==> src/rtl/gpu_decode_issue_pkg.sv <==
// Shared GPU ISA definitions: unit classes, instruction field positions and opcode decode helpers.
package gpu_opcodes;

    typedef enum logic [3:0] {
        UNIT_NOP        = 4'd0,
        UNIT_INT_ALU    = 4'd1,
        UNIT_INT_MUL    = 4'd2,
        UNIT_INT_DIV    = 4'd3,
        UNIT_FP_ADD     = 4'd4,
        UNIT_FP_MUL     = 4'd5,
        UNIT_FP_DIVSQRT = 4'd6,
        UNIT_FP_CVT     = 4'd7,
        UNIT_ILLEGAL    = 4'd8
    } gpu_unit_e;

    localparam int OPC_LSB     = 24;
    localparam int RD_LSB      = 19;
    localparam int RS1_LSB     = 14;
    localparam int RS2_LSB     = 9;
    localparam int RS3_LSB     = 4;
    localparam int IMM_W       = 14;
    localparam int REG_FIELD_W = 5;

    typedef struct packed {
        logic use_rs1;
        logic use_rs2;
        logic use_rs3;
        logic use_imm;
        logic writes_rd;
    } gpu_ops_t;

    function automatic gpu_unit_e decode_unit(input logic [7:0] op);
        gpu_unit_e u;
        case (op) inside
            8'h01, 8'h02, 8'h05, 8'h06, 8'h10, 8'h11, [8'h20:8'h24], [8'h30:8'h34],
            [8'h40:8'h49], [8'h60:8'h63], [8'h70:8'h74], 8'h80, 8'h81, 8'h90, 8'h91:
                u = UNIT_INT_ALU;
            8'h03, 8'h12, 8'h92:                               u = UNIT_INT_MUL;
            8'h04:                                             u = UNIT_INT_DIV;
            8'hA0, 8'hA1, 8'hA4, 8'hA5, 8'hAA, 8'hAB, [8'hB0:8'hB5]:
                u = UNIT_FP_ADD;
            8'hA2, 8'hA9:                                      u = UNIT_FP_MUL;
            8'hA3, 8'hA6, 8'hA7, 8'hA8:                        u = UNIT_FP_DIVSQRT;
            8'hAC, 8'hAD:                                      u = UNIT_FP_CVT;
            8'h9F:                                             u = UNIT_NOP;
            default:                                           u = UNIT_ILLEGAL;
        endcase
        return u;
    endfunction

    function automatic gpu_ops_t decode_operands(input logic [7:0] op);
        gpu_ops_t  o;
        gpu_unit_e u;
        u = decode_unit(op);
        o = '0;
        if (u != UNIT_NOP && u != UNIT_ILLEGAL) begin
            o.use_rs1   = 1'b1;
            o.writes_rd = 1'b1;
            case (op) inside
                8'h05, 8'h06, 8'h23, [8'h70:8'h73], [8'hA4:8'hA8], 8'hAC, 8'hAD: ;
                8'h10, 8'h11, 8'h12: o.use_imm = 1'b1;
                8'hA9: begin
                    o.use_rs2 = 1'b1;
                    o.use_rs3 = 1'b1;
                end
                default: o.use_rs2 = 1'b1;
            endcase
        end
        return o;
    endfunction

endpackage

==> src/rtl/gpu_decode_issue_scoreboard.sv <==
// Pending-destination scoreboard with RAW/WAW hazard compare.
// GPU_SB_WB_BYPASS_EN: hazard check ignores the register being written back this cycle.
module gpu_scoreboard
    import gpu_opcodes::*;
#(
    parameter int NUM_REGS = 32
) (
    input  logic                   clk,
    input  logic                   rst_n,
    input  logic                   i_set_en,
    input  logic [REG_FIELD_W-1:0] i_set_rd,
    input  logic                   i_wb_valid,
    input  logic [REG_FIELD_W-1:0] i_wb_rd,
    input  logic                   i_clr_en,
    input  logic [REG_FIELD_W-1:0] i_clr_rd,
    input  logic                   i_use_rs1,
    input  logic                   i_use_rs2,
    input  logic                   i_use_rs3,
    input  logic                   i_use_rd,
    input  logic [REG_FIELD_W-1:0] i_rs1,
    input  logic [REG_FIELD_W-1:0] i_rs2,
    input  logic [REG_FIELD_W-1:0] i_rs3,
    input  logic [REG_FIELD_W-1:0] i_rd,
    output logic                   o_hazard,
    output logic [NUM_REGS-1:0]    o_pending
);

    logic [NUM_REGS-1:0] r_pending;
    logic [NUM_REGS-1:0] w_set;
    logic [NUM_REGS-1:0] w_clr;
    logic [NUM_REGS-1:0] w_next;
    logic [NUM_REGS-1:0] w_view;
    logic [31:0]         w_ext;

    // Indices beyond NUM_REGS shift out; bit 0 is masked so r0 is never pending.
    function automatic logic [NUM_REGS-1:0] onehot(input logic [REG_FIELD_W-1:0] idx);
        return (NUM_REGS'(1) << idx) & ~NUM_REGS'(1);
    endfunction

    always_comb begin
        w_set = i_set_en ? onehot(i_set_rd) : '0;
        w_clr = '0;
        if (i_wb_valid) w_clr = w_clr | onehot(i_wb_rd);
        if (i_clr_en)   w_clr = w_clr | onehot(i_clr_rd);
        w_next = (r_pending & ~w_clr) | w_set;
    end

    always_ff @(posedge clk or negedge rst_n) begin
        if (!rst_n) r_pending <= '0;
        else        r_pending <= w_next;
    end

    always_comb begin
`ifdef GPU_SB_WB_BYPASS_EN
        w_view = r_pending & ~(i_wb_valid ? onehot(i_wb_rd) : '0);
`else
        w_view = r_pending;
`endif
        w_ext    = 32'(w_view);
        o_hazard = (i_use_rs1 & w_ext[i_rs1]) | (i_use_rs2 & w_ext[i_rs2]) |
                   (i_use_rs3 & w_ext[i_rs3]) | (i_use_rd  & w_ext[i_rd]);
    end

    assign o_pending = r_pending;

endmodule

==> src/rtl/gpu_decode_issue.sv <==
// Decode-and-issue stage: opcode decode, scoreboard hazard hold-off, registered valid/ready output.
// GPU_SB_WB_BYPASS_EN (in gpu_scoreboard) lets a dependent instruction issue in its writeback cycle.
module gpu_decode_issue
    import gpu_opcodes::*;
#(
    parameter int NUM_REGS = 32,
    parameter int DATA_W   = 32,
    parameter int REG_AW   = 5
) (
    input  logic                clk,
    input  logic                rst_n,
    input  logic                in_valid,
    output logic                in_ready,
    input  logic [31:0]         in_instr,
    input  logic                wb_valid,
    input  logic [REG_AW-1:0]   wb_rd,
    input  logic                flush,
    output logic                out_valid,
    input  logic                out_ready,
    output logic [7:0]          out_opcode,
    output logic [3:0]          out_unit,
    output logic [REG_AW-1:0]   out_rd,
    output logic [REG_AW-1:0]   out_rs1,
    output logic [REG_AW-1:0]   out_rs2,
    output logic [REG_AW-1:0]   out_rs3,
    output logic [DATA_W-1:0]   out_imm,
    output logic                out_use_rs2,
    output logic                out_use_rs3,
    output logic                out_use_imm,
    output logic                out_writes_rd,
    output logic                out_illegal,
    output logic [NUM_REGS-1:0] sb_pending
);

    logic [7:0]        w_opc;
    logic [REG_AW-1:0] w_rd, w_rs1, w_rs2, w_rs3;
    gpu_unit_e         w_unit;
    gpu_ops_t          w_ops;
    logic              w_oob, w_illegal, w_hazard, w_accept, w_sets_sb;

    logic              r_valid, r_sets_sb;
    logic [7:0]        r_opc;
    gpu_unit_e         r_unit;
    logic [REG_AW-1:0] r_rd, r_rs1, r_rs2, r_rs3;
    logic [DATA_W-1:0] r_imm;
    gpu_ops_t          r_ops;
    logic              r_ill;

    assign w_opc  = in_instr[OPC_LSB +: 8];
    assign w_rd   = in_instr[RD_LSB  +: REG_AW];
    assign w_rs1  = in_instr[RS1_LSB +: REG_AW];
    assign w_rs2  = in_instr[RS2_LSB +: REG_AW];
    assign w_rs3  = in_instr[RS3_LSB +: REG_AW];
    assign w_unit = decode_unit(w_opc);
    assign w_ops  = decode_operands(w_opc);

    // Only fields the opcode actually uses can make it illegal through range.
    assign w_oob = (w_ops.use_rs1   && 32'(w_rs1) >= NUM_REGS) ||
                   (w_ops.use_rs2   && 32'(w_rs2) >= NUM_REGS) ||
                   (w_ops.use_rs3   && 32'(w_rs3) >= NUM_REGS) ||
                   (w_ops.writes_rd && 32'(w_rd)  >= NUM_REGS);

    assign w_illegal = (w_unit == UNIT_ILLEGAL) || w_oob;
    assign w_sets_sb = w_ops.writes_rd && (w_rd != '0) && !w_illegal;
    assign in_ready  = (!r_valid || out_ready) && !w_hazard && !flush;
    assign w_accept  = in_valid && in_ready;

    gpu_scoreboard #(.NUM_REGS(NUM_REGS)) u_sb (
        .clk        (clk),
        .rst_n      (rst_n),
        .i_set_en   (w_accept && w_sets_sb),
        .i_set_rd   (w_rd),
        .i_wb_valid (wb_valid),
        .i_wb_rd    (wb_rd),
        .i_clr_en   (flush && r_valid && r_sets_sb),
        .i_clr_rd   (r_rd),
        .i_use_rs1  (w_ops.use_rs1),
        .i_use_rs2  (w_ops.use_rs2),
        .i_use_rs3  (w_ops.use_rs3),
        .i_use_rd   (w_ops.writes_rd),
        .i_rs1      (w_rs1),
        .i_rs2      (w_rs2),
        .i_rs3      (w_rs3),
        .i_rd       (w_rd),
        .o_hazard   (w_hazard),
        .o_pending  (sb_pending)
    );

    always_ff @(posedge clk or negedge rst_n) begin
        if (!rst_n) begin
            r_valid   <= 1'b0;
            r_sets_sb <= 1'b0;
            r_opc     <= '0;
            r_unit    <= UNIT_NOP;
            r_rd      <= '0;
            r_rs1     <= '0;
            r_rs2     <= '0;
            r_rs3     <= '0;
            r_imm     <= '0;
            r_ops     <= '0;
            r_ill     <= 1'b0;
        end else if (w_accept) begin
            r_valid   <= 1'b1;
            r_sets_sb <= w_sets_sb;
            r_opc     <= w_opc;
            r_unit    <= w_unit;
            r_rd      <= w_rd;
            r_rs1     <= w_rs1;
            r_rs2     <= w_rs2;
            r_rs3     <= w_rs3;
            r_imm     <= DATA_W'($signed(in_instr[IMM_W-1:0]));
            r_ops     <= w_ops;
            r_ill     <= w_illegal;
        end else if (flush || out_ready) begin
            r_valid   <= 1'b0;
            r_sets_sb <= 1'b0;
        end
    end

    assign out_valid     = r_valid;
    assign out_opcode    = r_opc;
    assign out_unit      = r_unit;
    assign out_rd        = r_rd;
    assign out_rs1       = r_rs1;
    assign out_rs2       = r_rs2;
    assign out_rs3       = r_rs3;
    assign out_imm       = r_imm;
    assign out_use_rs2   = r_ops.use_rs2;
    assign out_use_rs3   = r_ops.use_rs3;
    assign out_use_imm   = r_ops.use_imm;
    assign out_writes_rd = r_ops.writes_rd;
    assign out_illegal   = r_ill;

endmodule

==> config.mk <==
export PLATFORM = sky130hd
export DESIGN_NAME = gpu_decode_issue
export DESIGN_NICKNAME = d
export VERILOG_FILES = /design/src/rtl/gpu_decode_issue_pkg.sv /design/src/rtl/gpu_decode_issue_scoreboard.sv /design/src/rtl/gpu_decode_issue.sv
export SDC_FILE = /design/constraint.sdc
export NUM_CORES = 1
export LEC_CHECK = 0
export CORE_AREA = 2 2 102 104
export CTS_BUF_LIST = sky130_fd_sc_hd__clkbuf_16
export DETAILED_ROUTE_END_ITERATION = 16
export DIE_AREA = 0 0 104 106
export PLACE_DENSITY_LB_ADDON = 0.15
export SLEW_MARGIN = 20
export SYNTH_ARGS = -nofsm -noshare
export SYNTH_HDL_FRONTEND = slang
export SYNTH_SLANG_ARGS = --single-unit
==> constraint.sdc <==
create_clock -name clk -period 5.2 [get_ports clk]
set_input_delay 0.78 -clock clk [delete_from_list [all_inputs] [get_ports clk]]
set_output_delay 0.78 -clock clk [all_outputs]
set_load 0.02 [all_outputs]
After elaboration in Yosys (flattened, before gate mapping)
Index checks and enable logic that the tools add are counted.
{ "classes": {"order_cmp": 19, "n_mux": 30, "reduce_logical": 34, "bitwise_logic": 11, "n_eq_ne": 32, "shift": 3} }
{ "op_table": {"columns": ["op", "count"], "rows": [
  ["8-bit equality test (second input constant)", 20],
  ["32-bit two-way mux", 3],
  ["1-bit by 5-bit << shifter with 32-bit output (first input constant)", 3],
  ["32-bit OR", 2],
  ["32-bit AND", 1],
  ["8-bit by 7-bit <= comparator with 1-bit output (second input constant)", 4],
  ["4-bit two-way mux", 8],
  ["32-bit NOT", 1],
  ["8-bit by 3-bit equality test with 1-bit output (second input constant)", 3],
  ["8-bit by 5-bit equality test with 1-bit output (second input constant)", 3],
  ["8-bit by 7-bit greater-or-equal comparator with 1-bit output (second input constant)", 3],
  ["5-bit by 6-bit < comparator with 1-bit output (second input constant)", 4],
  ["1-bit binary-select mux with 5-bit select", 4],
  ["1-bit logical AND", 17],
  ["8-bit by 2-bit equality test with 1-bit output (second input constant)", 2],
  ["8-bit by 6-bit greater-or-equal comparator with 1-bit output (second input constant)", 2],
  ["8-bit greater-or-equal comparator (second input constant)", 2],
  ["8-bit by 6-bit <= comparator with 1-bit output (second input constant)", 2],
  ["8-bit <= comparator (second input constant)", 2],
  ["15-bit OR reduction", 1],
  ["1-bit two-way mux", 14],
  ["7-bit OR reduction", 2],
  ["8-bit by 1-bit equality test with 1-bit output (second input constant)", 1],
  ["8-bit by 6-bit equality test with 1-bit output (second input constant)", 1],
  ["other kinds (13)", 24]
]} }
{ "totals": {"regBits": 85, "out_inout_bits": 103, "in_bits": 43, "word_cells": 144} }

Logic depth before layout (Yosys ltp)
{ "depth": {"ltp_word": 23, "depth_mapped": 12, "ltp_nobuf": 7} }

Modules after synthesis
From an unflattened synthesis, not the netlist that was laid out.
{ "hier_totals": {"hier_cells": 556, "hier_area_um2": 5195.0} }
{ "by_module_without_submodules": {"columns": ["module", "seq_area_each_um2", "instances", "cells_each", "area_per_inst_um2"], "rows": [
  ["gpu_scoreboard", 775.7, 1, 278, 2797.7],
  ["gpu_decode_issue", 1076.0, 1, 278, 2397.3]
]} }

Worst setup path before layout
Ideal clock, no wire load.
{ "synth_path": {"path_type": "input -> output", "from": "in in_instr[14]", "to": "out in_ready", "cell_stages": 8, "path_buffers": 2, "arrival_ns": 3.698, "path_slack_ns": 0.722, "path_cell_list": "buf_2 > mux4_2 > or3b_1 > nand4_1 > a221o_1 > or3_1 > buf_2 > a2111oi_0"} }
{ "synth_between": {"elab_chain_cells": 9} }
{ "synth_rtl": {"columns": ["element", "line_no", "rtl"], "rows": [
  ["start, declared", "gpu_decode_issue.sv:14", "input logic [31:0] in_instr,"],
  ["1-bit binary-select mux with 5-bit select", "gpu_decode_issue_scoreboard.sv:60", "o_hazard = (i_use_rs1 & w_ext[i_rs1]) | (i_use_rs2 & w_ext[i_rs2]) |"],
  ["1-bit two-way mux (implied by the code)", "gpu_decode_issue_scoreboard.sv:60", null],
  ["1-bit AND", "gpu_decode_issue_scoreboard.sv:60", null],
  ["1-bit OR (2 in a row)", "gpu_decode_issue_scoreboard.sv:60", null],
  ["1-bit OR", "gpu_decode_issue_scoreboard.sv:61", "(i_use_rs3 & w_ext[i_rs3]) | (i_use_rd & w_ext[i_rd]);"],
  ["1-bit logical NOT", "gpu_decode_issue.sv:65", "assign in_ready = (!r_valid || out_ready) && !w_hazard && !flush;"],
  ["1-bit logical AND (2 in a row)", "gpu_decode_issue.sv:65", null],
  ["end, declared", "gpu_decode_issue.sv:13", "output logic in_ready,"]
]} }
Every way passes these cells. The select of a mux whose other input is x is not followed.

Worst setup path in the final report
Ends and elaborated chain as after synthesis.

==> metrics.cfg <==
[run_status]
status=complete, no violations

[synthesis]
postSynthRegisterBits=74
synth_top_area_share_pct=36.0
synth_edf_count=0
largest_cells_by_area_after_synthesis=sky130_fd_sc_hd__dfrtp_1 (36%), sky130_fd_sc_hd__mux4_2 (7.0%), sky130_fd_sc_hd__mux2_4 (5.8%)
synth_cell_type_count=67
synth_top_cell_by_area=sky130_fd_sc_hd__dfrtp_1
seq_area_frac_synth_pct=36.0
mapped_area_um2=5140
postSynth.asyncResetShare_pct=100
yosys_warnings=0
syn-num-nets=547
synthesis.area_per_instance_um2=10.2
synthMostInstantiatedCell=sky130_fd_sc_hd__dfrtp_1
dominantRegCellSynth=sky130_fd_sc_hd__dfrtp_1
netlist_instances=504
synth.top_cells.by_count=sky130_fd_sc_hd__dfrtp_1 (74), sky130_fd_sc_hd__nand2_1 (39), sky130_fd_sc_hd__o21ai_0 (33), sky130_fd_sc_hd__o221ai_1 (32)

[flow_run]
max-cap-violations=0

[routing]
route.vias.total=4898
wire_per_inst_um=22.0
drt_iter0_drc=402
drc=0
drtAntennaViolNets=0
drt-pass1-iter-count=7
finalWirelength_mm=16.5
vias_per_cell=6.55

[clock_network]
cts-resized-gates=0
clockBufferDepth=2
clock_sinks=74
worstSkewPairLatency_ns=0.34
cts.root.buffer_cell=sky130_fd_sc_hd__clkbuf_16
clk_transition_reported_paths_ns=0.06
cts-hold-fix-buffers=0
post_cts_buffers=0
tritoncts.num_buffers=9
cts_tree=built
cts_htree_levels=3

[floorplan]
die_h_um=106
start_util_pct=51.4
placement_rows=37
dieArea_um2=11000
die-width_um=104
boundaryPins=146
fp.coreArea_um2=10000

[setup_path]
worst_setup_path_start_kind=input pin
cp_slowest_stage_delay_ns=0.63
cp-end-kind=output pin
critical_path.reg2reg.startpoint=u_sb.o_pending[17]
cell_with_the_largest_stage_delay_on_the_worst_path=sky130_fd_sc_hd__clkdlybuf4s50_1
crit_start=in_instr[14]
critPathRequiredTime_ns=4.42
crit_path_cell_trace=clkdlybuf4s50_1 > buf_4 > mux4_2 > mux2i_1 > nor3b_1 > a221o_1 > or3_1 > a2111oi_0 > dlymetal6s2s_1
worstPathMaxFanout=5
path_class=input pin to output pin
cp.arrival_ns=3.82

[sta]
setup_ws_ns=0.601
maxClockFrequency_mhz=217
fin_hold_ws_ns=0.477
fin_worst_skew_ns=0.00643
finalSetupViolCount=0
timing.final.max_slew_violations=0
fin_setup_tns_ns=0
maxSlewHeadroom_pct=36.4
final_period_minus_worst_setup_slack_ns=4.60
hold_viol_final=0
rsz0062_at_grt=no
tightest_slew_ns=0.954
final_min_period_over_clock_period_pct=88.4

[finish]
fillerInstances=805
relative_area_change_from_synthesis_to_final_layout_pct=32.3
drive_above_1_share_pct=15.2
finalNetCount=649
post-route-cell-area_um2=6800

[grt]
track_usage_pct=30.2
remaining_global_route_overflow=0
first_global_vias=4783
grt_first_pass_wirelength_mm=26.3
initial_antenna_violation_count=0
grt_start_max_net_pins=75

[power]
intPower_mw=1.45
power_frac_clock_pct=31.8
proportion_of_power_drawn_by_flip_flops_and_latches_pct=34.2
vdd.ir_drop.worst_uv=181
comb_power_share_pct=34.0
power.static_leakage_nw=2.73
p_switching_mw=0.729
cellPowerDensity_nw_per_um2=321
switching_share_pct=33.4

[placed_design]
placedInstanceArea_um2=6470
place.gp.congestion=0.963
hpwlAfterDp_mm=11.6
io_buffer_count=144
dpl_worst_slack_ns=0.229

[worst_hold_path]
hold_path_class=flip-flop to flip-flop
hold_path.startpoint=out_illegal

==> registers in the layout (all words and copies together) (netlist names) <==
signal / cells
out_illegal: 1
out_imm: 5
out_opcode: 8
out_rd: 5
out_rs1: 5
out_rs2: 5
out_rs3: 4
out_unit: 4
out_use_imm: 1
out_use_rs2: 1
out_use_rs3: 1
out_valid: 1
out_writes_rd: 1
r_sets_sb: 1
u_sb.o_pending: 31
==> critical path, delay by kind of cell <==
kind            cells  cell delay (ns)
compound gates      2             0.74
simple gates        2             0.51
buf+inv             3             1.14
mux                 2             0.66
==> layer usage <==
metal	vias to the layer above	GRT usage [%]	routed length [um]
met5	-	0	0
met4	0	11.3	465
met3	50	6.99	1780
met2	374	46.5	7520
met1	2362	41.7	6690
li1	2112	-	-
==> power by group through the flow <==
stage                     Sequential [mW]  Combinational (mW)  Clock [mW]
final                               0.747               0.742       0.694
after CTS                           0.745               0.744       0.698
after global placement              0.749               0.732           0
after floorplan                     0.816               0.375           0
after global routing                0.758               0.782       0.722
after detailed placement            0.753               0.741           0
==> layout make-up <==
cell class / instances / area [um2] / share of cell area (%)
clock inverter: 7 / 101 / 1.49
multi-input combinational: 354 / 2850 / 41.9
sequential: 74 / 1850 / 27.2
clock buffer: 9 / 225 / 3.31
timing repair buffer: 163 / 1580 / 23.3
tap: 136 / 170 / 2.50
inverter: 4 / 15.0 / 0.221
antenna: 1 / 2.50 / 0.0368
==> path summary, 6_finish.rpt <==
kind / slack (ns) / endpoint / cells after the start
max: 0.60 / in_ready / 9
min: 0.48 / out_illegal / 1
max reg2reg: 1.64 / out_rd[1] / 7
min reg2reg: 0.48 / out_illegal / 1
max in group asynchronous: 4.01 / out_rd[3] / 1
min in group asynchronous: 0.58 / out_rs1[4] / 1
==> cell families (layout without fill, tap and decap cells) <==
family | count (synthesis) | in the layout | synth area share, %
xor gates and xnor gates | 1 | 1 | 0.170
DFF | 74 | 74 | 36.0
muxes | 78 | 78 | 22.0
buffers and inverters | 76 | 183 | 8.66
and+or+nand+nor | 147 | 147 | 15.3
AOI/OAI and AO/OA | 127 | 127 | 17.8
other | 1 | 2 | 0.0729
==> through the flow <==
stage                     utilization [%]  std cells  power [mW]
after floorplan                         -        504        1.19
after global placement               64.7        731        1.48
after detailed placement             64.7        731        1.49
after CTS                            67.9        747        2.19
after global routing                 68.0        747        2.26
final                                68.0        748        2.18
==> layout by cell type (no fill, tap or decap), types with 20 or more instances in the layout <==
| cell | instances |
|---|---|
| sky130_fd_sc_hd__nor2_1 | 20 |
| sky130_fd_sc_hd__nand2_1 | 39 |
| sky130_fd_sc_hd__o221ai_1 | 32 |
| sky130_fd_sc_hd__mux2i_1 | 27 |
| sky130_fd_sc_hd__buf_4 | 20 |
| sky130_fd_sc_hd__mux2_4 | 20 |
| sky130_fd_sc_hd__dfrtp_1 | 74 |
| sky130_fd_sc_hd__o21ai_0 | 33 |
| sky130_fd_sc_hd__clkdlybuf4s50_1 | 142 |
No activity file was read; power rests on OpenSTA's default activity.
